[src/rtl/wbu_regfile.sv]
// Write-back receiver: 2-entry in-order commit queue draining into a 32-entry GPR array (x0 = 0).
// Define REGFILE_BYPASS_EN to forward queued writes to the read ports; otherwise reads flag rd_hazard.
module wbu_regfile #(
   parameter int REG_ADDR_WIDTH = 5,
   parameter int DATA_WIDTH     = 32,
   parameter int NR_REGS        = 32,
   parameter int CNT_WIDTH      = 32
) (
   input  logic                      clk,
   input  logic                      rst,
   input  logic                      wb_valid,
   output logic                      wb_ready,
   input  logic                      wb_wen,
   input  logic [REG_ADDR_WIDTH-1:0] wb_waddr,
   input  logic [DATA_WIDTH-1:0]     wb_wdata,
   input  logic                      commit_hold,
   input  logic [REG_ADDR_WIDTH-1:0] rs1_addr,
   output logic [DATA_WIDTH-1:0]     rs1_data,
   input  logic [REG_ADDR_WIDTH-1:0] rs2_addr,
   output logic [DATA_WIDTH-1:0]     rs2_data,
   output logic                      rd_hazard,
   output logic [CNT_WIDTH-1:0]      commit_cnt,
   output logic                      q_empty
);

   logic [1:0][REG_ADDR_WIDTH-1:0] q_addr;
   logic [1:0][DATA_WIDTH-1:0]     q_data;
   logic                           head, tail;
   logic [1:0]                     count;
   logic [NR_REGS-1:0][DATA_WIDTH-1:0] regs;

   logic push, pop, full;
   logic [1:0] ent_vld;

   assign full     = (count == 2'd2);
   assign wb_ready = !full;
   assign q_empty  = (count == 2'd0);
   assign push     = wb_valid && wb_ready && wb_wen && (wb_waddr != '0);
   assign pop      = !commit_hold && !q_empty;

   always_comb begin
      ent_vld = 2'b00;
      if (full)
         ent_vld = 2'b11;
      else if (count == 2'd1)
         ent_vld[head] = 1'b1;
   end

   always_ff @(posedge clk) begin
      if (rst) begin
         head       <= 1'b0;
         tail       <= 1'b0;
         count      <= 2'd0;
         commit_cnt <= '0;
         q_addr     <= '0;
         q_data     <= '0;
         regs       <= '0;
      end else begin
         if (push) begin
            q_addr[tail] <= wb_waddr;
            q_data[tail] <= wb_wdata;
            tail         <= ~tail;
         end
         if (pop) begin
            // Filtering keeps x0 out of the queue; the guard makes it unconditional.
            if (q_addr[head] != '0)
               regs[q_addr[head]] <= q_data[head];
            head       <= ~head;
            commit_cnt <= commit_cnt + 1'b1;
         end
         case ({push, pop})
            2'b10:   count <= count + 2'd1;
            2'b01:   count <= count - 2'd1;
            default: count <= count;
         endcase
      end
   end

   logic [1:0][REG_ADDR_WIDTH-1:0] rd_addr;
   logic [1:0][DATA_WIDTH-1:0]     rd_data;
   logic [1:0]                     rd_match;

   assign rd_addr[0] = rs1_addr;
   assign rd_addr[1] = rs2_addr;
   assign rs1_data   = rd_data[0];
   assign rs2_data   = rd_data[1];

   genvar p;
   generate
      for (p = 0; p < 2; p++) begin : g_rd
         logic young_hit, old_hit;
         // When two entries are queued, the youngest sits just behind tail and the older at head.
         assign young_hit = ent_vld[~tail] && (q_addr[~tail] == rd_addr[p]);
         assign old_hit   = ent_vld[head]  && (q_addr[head]  == rd_addr[p]);
         assign rd_match[p] = (rd_addr[p] != '0) && (young_hit || old_hit);

         always_comb begin
            rd_data[p] = regs[rd_addr[p]];
            if (rd_addr[p] == '0)
               rd_data[p] = '0;
`ifdef REGFILE_BYPASS_EN
            else if (young_hit)
               rd_data[p] = q_data[~tail];
            else if (old_hit)
               rd_data[p] = q_data[head];
`endif
         end
      end
   endgenerate

`ifdef REGFILE_BYPASS_EN
   assign rd_hazard = 1'b0;
   logic unused_match;
   assign unused_match = ^rd_match;
`else
   assign rd_hazard = |rd_match;
`endif

endmodule

[config.mk]
export PLATFORM = sky130hd
export DESIGN_NAME = wbu_regfile
export DESIGN_NICKNAME = d
export VERILOG_FILES = /design/src/rtl/wbu_regfile.sv
export SDC_FILE = /design/constraint.sdc
export NUM_CORES = 2
export LEC_CHECK = 0
export BUFFER_PORTS_ARGS = -buffer_cell sky130_fd_sc_hd__buf_2
export CORE_MARGIN = 3
export CORE_UTILIZATION = 65
export DETAILED_ROUTE_END_ITERATION = 12
export HOLD_SLACK_MARGIN = 0.06
export PLACE_DENSITY = 0.86
export SYNTH_ARGS = -nofsm -noshare
export SYNTH_HDL_FRONTEND = slang
export SYNTH_SLANG_ARGS = --single-unit
[constraint.sdc]
create_clock -name clk -period 4.2 [get_ports clk]
set_input_delay 0.42 -clock clk [delete_from_list [all_inputs] [get_ports clk]]
set_output_delay 0.42 -clock clk [all_outputs]
set_load 0.005 [all_outputs]
# After elaboration in Yosys (flattened, before gate mapping)
# Index checks and enable logic that the tools add are counted.
# Widths: inputs -> output; s select.
[totals]
ff_bits = 1134
[classes]
n_addsub = 3
magnitude_cmp = 9
eq_ne = 8
n_mux = 30
bitwise_logic = 2
reduce_logical = 28
[ops]
columns = ["operator", "n"]
rows = [
  ["$bwmux 1024", 1],
  ["$bmux 32 s5", 2],
  ["$mux 32", 8],
  ["$demux 32 s5", 1],
  ["$bwmux 64", 1],
  ["$add 32x1->32 const B", 1],
  ["$demux 32 s1", 1],
  ["$mux 5", 5],
  ["$eq 5x5->1", 4],
  ["$reduce_bool 5->1", 4],
  ["$lt 5x6->1 const B", 3],
  ["$logic_and 1x1->1", 13],
  ["$bwmux 10", 1],
  ["$logic_not 5->1", 2],
  ["$lt 1x2->1 const B", 3],
  ["$demux 5 s1", 1],
  ["$ge 5x1->1 const B", 1],
  ["$mux 1", 5],
  ["$eq 2x1->1 const B", 2],
  ["$eq 2x2->1 const B", 2],
  ["$mux 2", 2],
  ["$pmux 2 s2", 1],
  ["$logic_not 1->1", 3],
  ["$add 2x1->2 const B", 1],
  ["other kinds (9)", 12],
]

# Longest topological paths before layout
[depth]
ltp_word = 12
ltp_mapped = 9
depth_no_buf = 8

# Worst setup path before layout
# OpenSTA, ideal clock, no wires.
[synth_path]
path_kind = "input to output"
from = "input rs2_addr[1]"
to = "output rs2_data[21]"
arrival_time_ns = 2.068
slack_ns = 1.712
cell_stages = 6
n_path_buf = 2
path_cell_list = "clkbuf_2 buf_1 mux4_2 mux2_2 o22ai_1 a31oi_1"
[synth_via]
elab_chain_len = 3
[synth_rtl]
columns = ["element", "line", "source"]
rows = [
  ["start, declared", "19", "input logic [REG_ADDR_WIDTH-1:0] rs2_addr,"],
  ["$bmux 32 s5", "98", "rd_data[p] = regs[rd_addr[p]];"],
  ["$mux 32 (implied by the code)", "98", ""],
  ["$mux 32 *", "99", "if (rd_addr[p] == '0)"],
  ["end, declared", "20", "output logic [DATA_WIDTH-1:0] rs2_data,"],
]
# Mark *: on every way between the ends. The rest lies on a longest branch, timed or not. The select of a mux whose other input is x is not followed.

# Worst setup path in the final report
[layout_path]
from = "register head"
to = "output rd_hazard"
[layout_via]
elab_chain_len = 12
[layout_rtl]
columns = ["element", "line", "source"]
rows = [
  ["start, declared", "28", "logic head, tail;"],
  ["start signal, assigned", "68", "head <= ~head;"],
  ["$lt 1x2->1 (implied by the code) / $ge 1x1->1 (equally long branches)", "46", "ent_vld[head] = 1'b1;"],
  ["$logic_and 1x1->1 (implied by the code)", "46", ""],
  ["$mux 1 (implied by the code)", "46", ""],
  ["$demux 1 s1", "46", ""],
  ["$mux 2", "45", "else if (count == 2'd1)"],
  ["$mux 2", "43", "if (full)"],
  ["$mux 1 (on tied branches) (2 in series)", "93, 94", ""],
  ["$logic_and 1x1->1 (on tied branches)", "93, 94", ""],
  ["$logic_or 1x1->1", "95", "assign rd_match[p] = (rd_addr[p] != '0) && (young_hit || old_hit);"],
  ["$logic_and 1x1->1", "95", ""],
  ["$reduce_or 2->1 *", "116", "assign rd_hazard = |rd_match;"],
  ["end, declared", "21", "output logic rd_hazard,"],
]
# Marks and branches as above.

==> flow_metrics.tcl <==
set metrics [dict create \
    status "completed" \
    swShare_pct 26.5 \
    synth_largest_area_cell "dfxtp_1" \
    peakVddDrop_uv 388 \
    cp.required_ps 3780 \
    synth_edf_count 0 \
    clkLatencyLatePin_ps 700 \
    dp_hpwl_um 102000 \
    grt.total_usage_pct 40.9 \
    relSlewSlack_pct 13.5 \
    cts_setup_buffers 0 \
    yosys-top-cells-area "dfxtp_1 41%, mux4_2 19%, a211oi_1 14%" \
    synth_top_area_share_pct 40.9 \
    fmax_mhz 268 \
    syn_nets 5313 \
    ys.flop_type "dfxtp_1" \
    grt_use_met1_pct 49.1 \
    place_area_mm2 0.0553 \
    grtUsageMet3_pct 13.2 \
    p_leak_nw 18.5 \
    avgSynthCellArea_um2 10.3 \
    worst_pin_slew_ps 1270 \
    htreeDepth 3 \
    slowest_stage "dfxtp_4" \
    finalSetupViolations 0 \
    synthArstFlopShare_pct 0 \
    yosysWarnings 0 \
    final_cells 6242 \
    synth_cell_types 52 \
    cap_violations 0 \
    finalHoldViolCount 0 \
    arrival_ps 3310 \
    p_seq_share_pct 45.2 \
    worstPathCellList "mux2_2, xnor2_1, nand4_1, or4_1, o211ai_1, buf_2" \
    drc 0 \
    post_drt_wl_per_cell_um 28.8 \
    path_delay_family "flip-flops" \
    power_frac_comb_pct 11.2 \
    crit_path_max_incr_delay_ps 920 \
    synthCells 5256 \
    grt_pass1_wl_um 275000 \
    layout_min_cycle_time_ps 3730 \
    io_pins 151 \
    finalCritPeriodShare_pct 88.8 \
    seqCellArea_mm2 0.0221 \
    start_util_pct 65.7 \
    wirelength_um 180000 \
    busiest_layer "met2" \
    multi_input_area_mm2 0.0294 \
    grt_max_degree 136 \
    num_vias 47212 \
    die_area_mm2 0.0865 \
    chipHeight_um 294 \
    power_density_mw_per_mm2 402 \
    clk_root_buffer_cell "clkbuf_16" \
    grt_setup_unrepaired "no" \
    synth_area_mm2 0.0539 \
    die_w_um 294 \
    drt_first_pass_iters 8 \
    core_mm2 0.0821 \
    end_kind "output pin" \
    grt_overflow 0 \
    num_rows 105 \
    io_buffer_count 150 \
    viasPerCell 7.56 \
    cp_max_fo 36 \
    cts.sinks 1103 \
    clk_path_buf_depth 3 \
    drive_above_1_share_pct 21.8 \
    final_area_mm2 0.0595 \
    cts_tree "yes" \
    place_inst 5998 \
    antenna_found_initial 14 \
    fill_cells 5051 \
    crit_path_start_kind "flip-flop" \
    ys_seq_area_share_pct 40.9 \
    worst_clock_skew_ps 19.5 \
    worstSetupPathType "reg2out" \
    syn_to_final_growth_pct 10.2 \
    grt_pass1_vias 47145 \
    pwr-share-clk_pct 43.5 \
    internal_power_mw 17.6 \
    drt_iter0_drc 7378 \
    clk_pin_slew_ps 60 \
    tns_ps 0 \
    postRouteAntennaNets 0 \
    ys_ff_latch 1103 \
    p_sw_mw 6.32 \
    cts_buffers 107 \
    gp_congestion 0.907 \
    crit_buf_inv 1 \
    fin_nets 5131 \
    min_path_type "in2reg" \
    grt_util_met2_pct 61.8 \
    drv_slew 0 \
]
## sequential cells by signal, indices dropped and copies added, names as in the netlist
signal / flops
q_addr: 10
count: 2
head: 1
tail: 1
q_data: 64
commit_cnt: 32
regs: 993
## metrics by stage
stage                     setup WS (ps)  util, %  total power [mW]  hold slack [ps]
after floorplan                    1710        -              12.6              436
after global placement              939     67.3              13.5              456
after detailed placement            921     67.3              13.5              462
after CTS                           519     72.4              23.7              109
after global routing                369     72.4              24.3              149
final                               470     72.4              23.9              121
## cells by family (layout without fill, tap and decap cells)
family | count (synthesis) | after routing | synth area share [%]
compound gates | 1419 | 1419 | 19.3
xor+xnor | 53 | 53 | 0.860
fa+ha+maj | 5 | 5 | 0.116
buf+inv | 667 | 575 | 5.36
flops | 1103 | 1103 | 40.9
mux | 665 | 665 | 23.0
other cells | 0 | 8 | 0
simple gates | 1344 | 1344 | 10.4
## path summary, 6_finish.rpt
kind / slack [ps] / start / end / depth (start not counted)
worst min register to register: 480 / q_data[29] / q_data[29] / 2
worst min-delay path: 120 / commit_hold / commit_cnt[1] / 3
worst max register to register: 940 / head / regs[971] / 6
worst max-delay path: 470 / head / rd_hazard / 6
## layout make-up
type | count | area share [%]
inverter | 42 | 0.265
clock buffer | 151 | 5.24
sequential | 1103 | 37.1
timing repair buffer | 334 | 4.52
multi-input combinational | 3486 | 49.4
tap | 1070 | 2.25
antenna | 8 | 0.0337
clock inverter | 48 | 1.12
## cell usage after synthesis, drive strengths merged (27+ instances only)
library cell	count
a211oi	993
a21oi	121
a221oi	37
a22oi	130
a31oi	62
buf	250
clkbuf	375
dfxtp	1103
inv	42
mux2	84
mux2i	131
mux4	450
nand2	185
nor2	1070
o22ai	39
xor2	27
## per-layer routing
metal / wire length [um] / part of all wire, %
met4: 15300 / 8.5
met1: 59400 / 33
met2: 80000 / 44
met3: 25200 / 14
met5: 51 / 0.028
## worst min-delay path, delay by kind of cell
kind,cells,cell delay [ps]
AOI/OAI and AO/OA,2,220
buffers and inverters,1,130
## power by group through the flow
stage	Sequential, mW	Clock (mW)	Combinational (mW)
after detailed placement	11.0	0	2.51
after CTS	10.8	10.3	2.56
after global placement	11.0	0	2.48
final	10.8	10.4	2.68
after floorplan	10.9	0	1.69
after global routing	10.8	10.8	2.76
## layout by cell type (no fill, tap or decap), drive strengths merged, types with 3 or more instances in the layout
cell type    instances
dlygate4sd3         37
ha                   5
a221oi              37
xnor2               26
clkbuf             151
nor3                 4
nor2b                9
or4                  4
xor2                27
mux2i              131
a31oi               62
and3b                3
bufinv              15
o21ai               12
a22oi              130
nand2b               3
a21oi              121
nand2              185
nor4                 7
and3                 6
a22o                21
and4                 5
inv                 45
a211oi             993
dfxtp             1103
diode                8
nand3               23
and2                 3
nor2              1070
nor3b                3
o22ai               39
or2                  4
mux2                84
mux4               450
clkinv              29
buf                297
nand4               11
## repair_timing
item,4_1_cts,5_1_grt
hold buffers,37,0
gates resized for setup,0,0
hold endpoints to repair,74,0
Power figures use the tool's default switching activity.
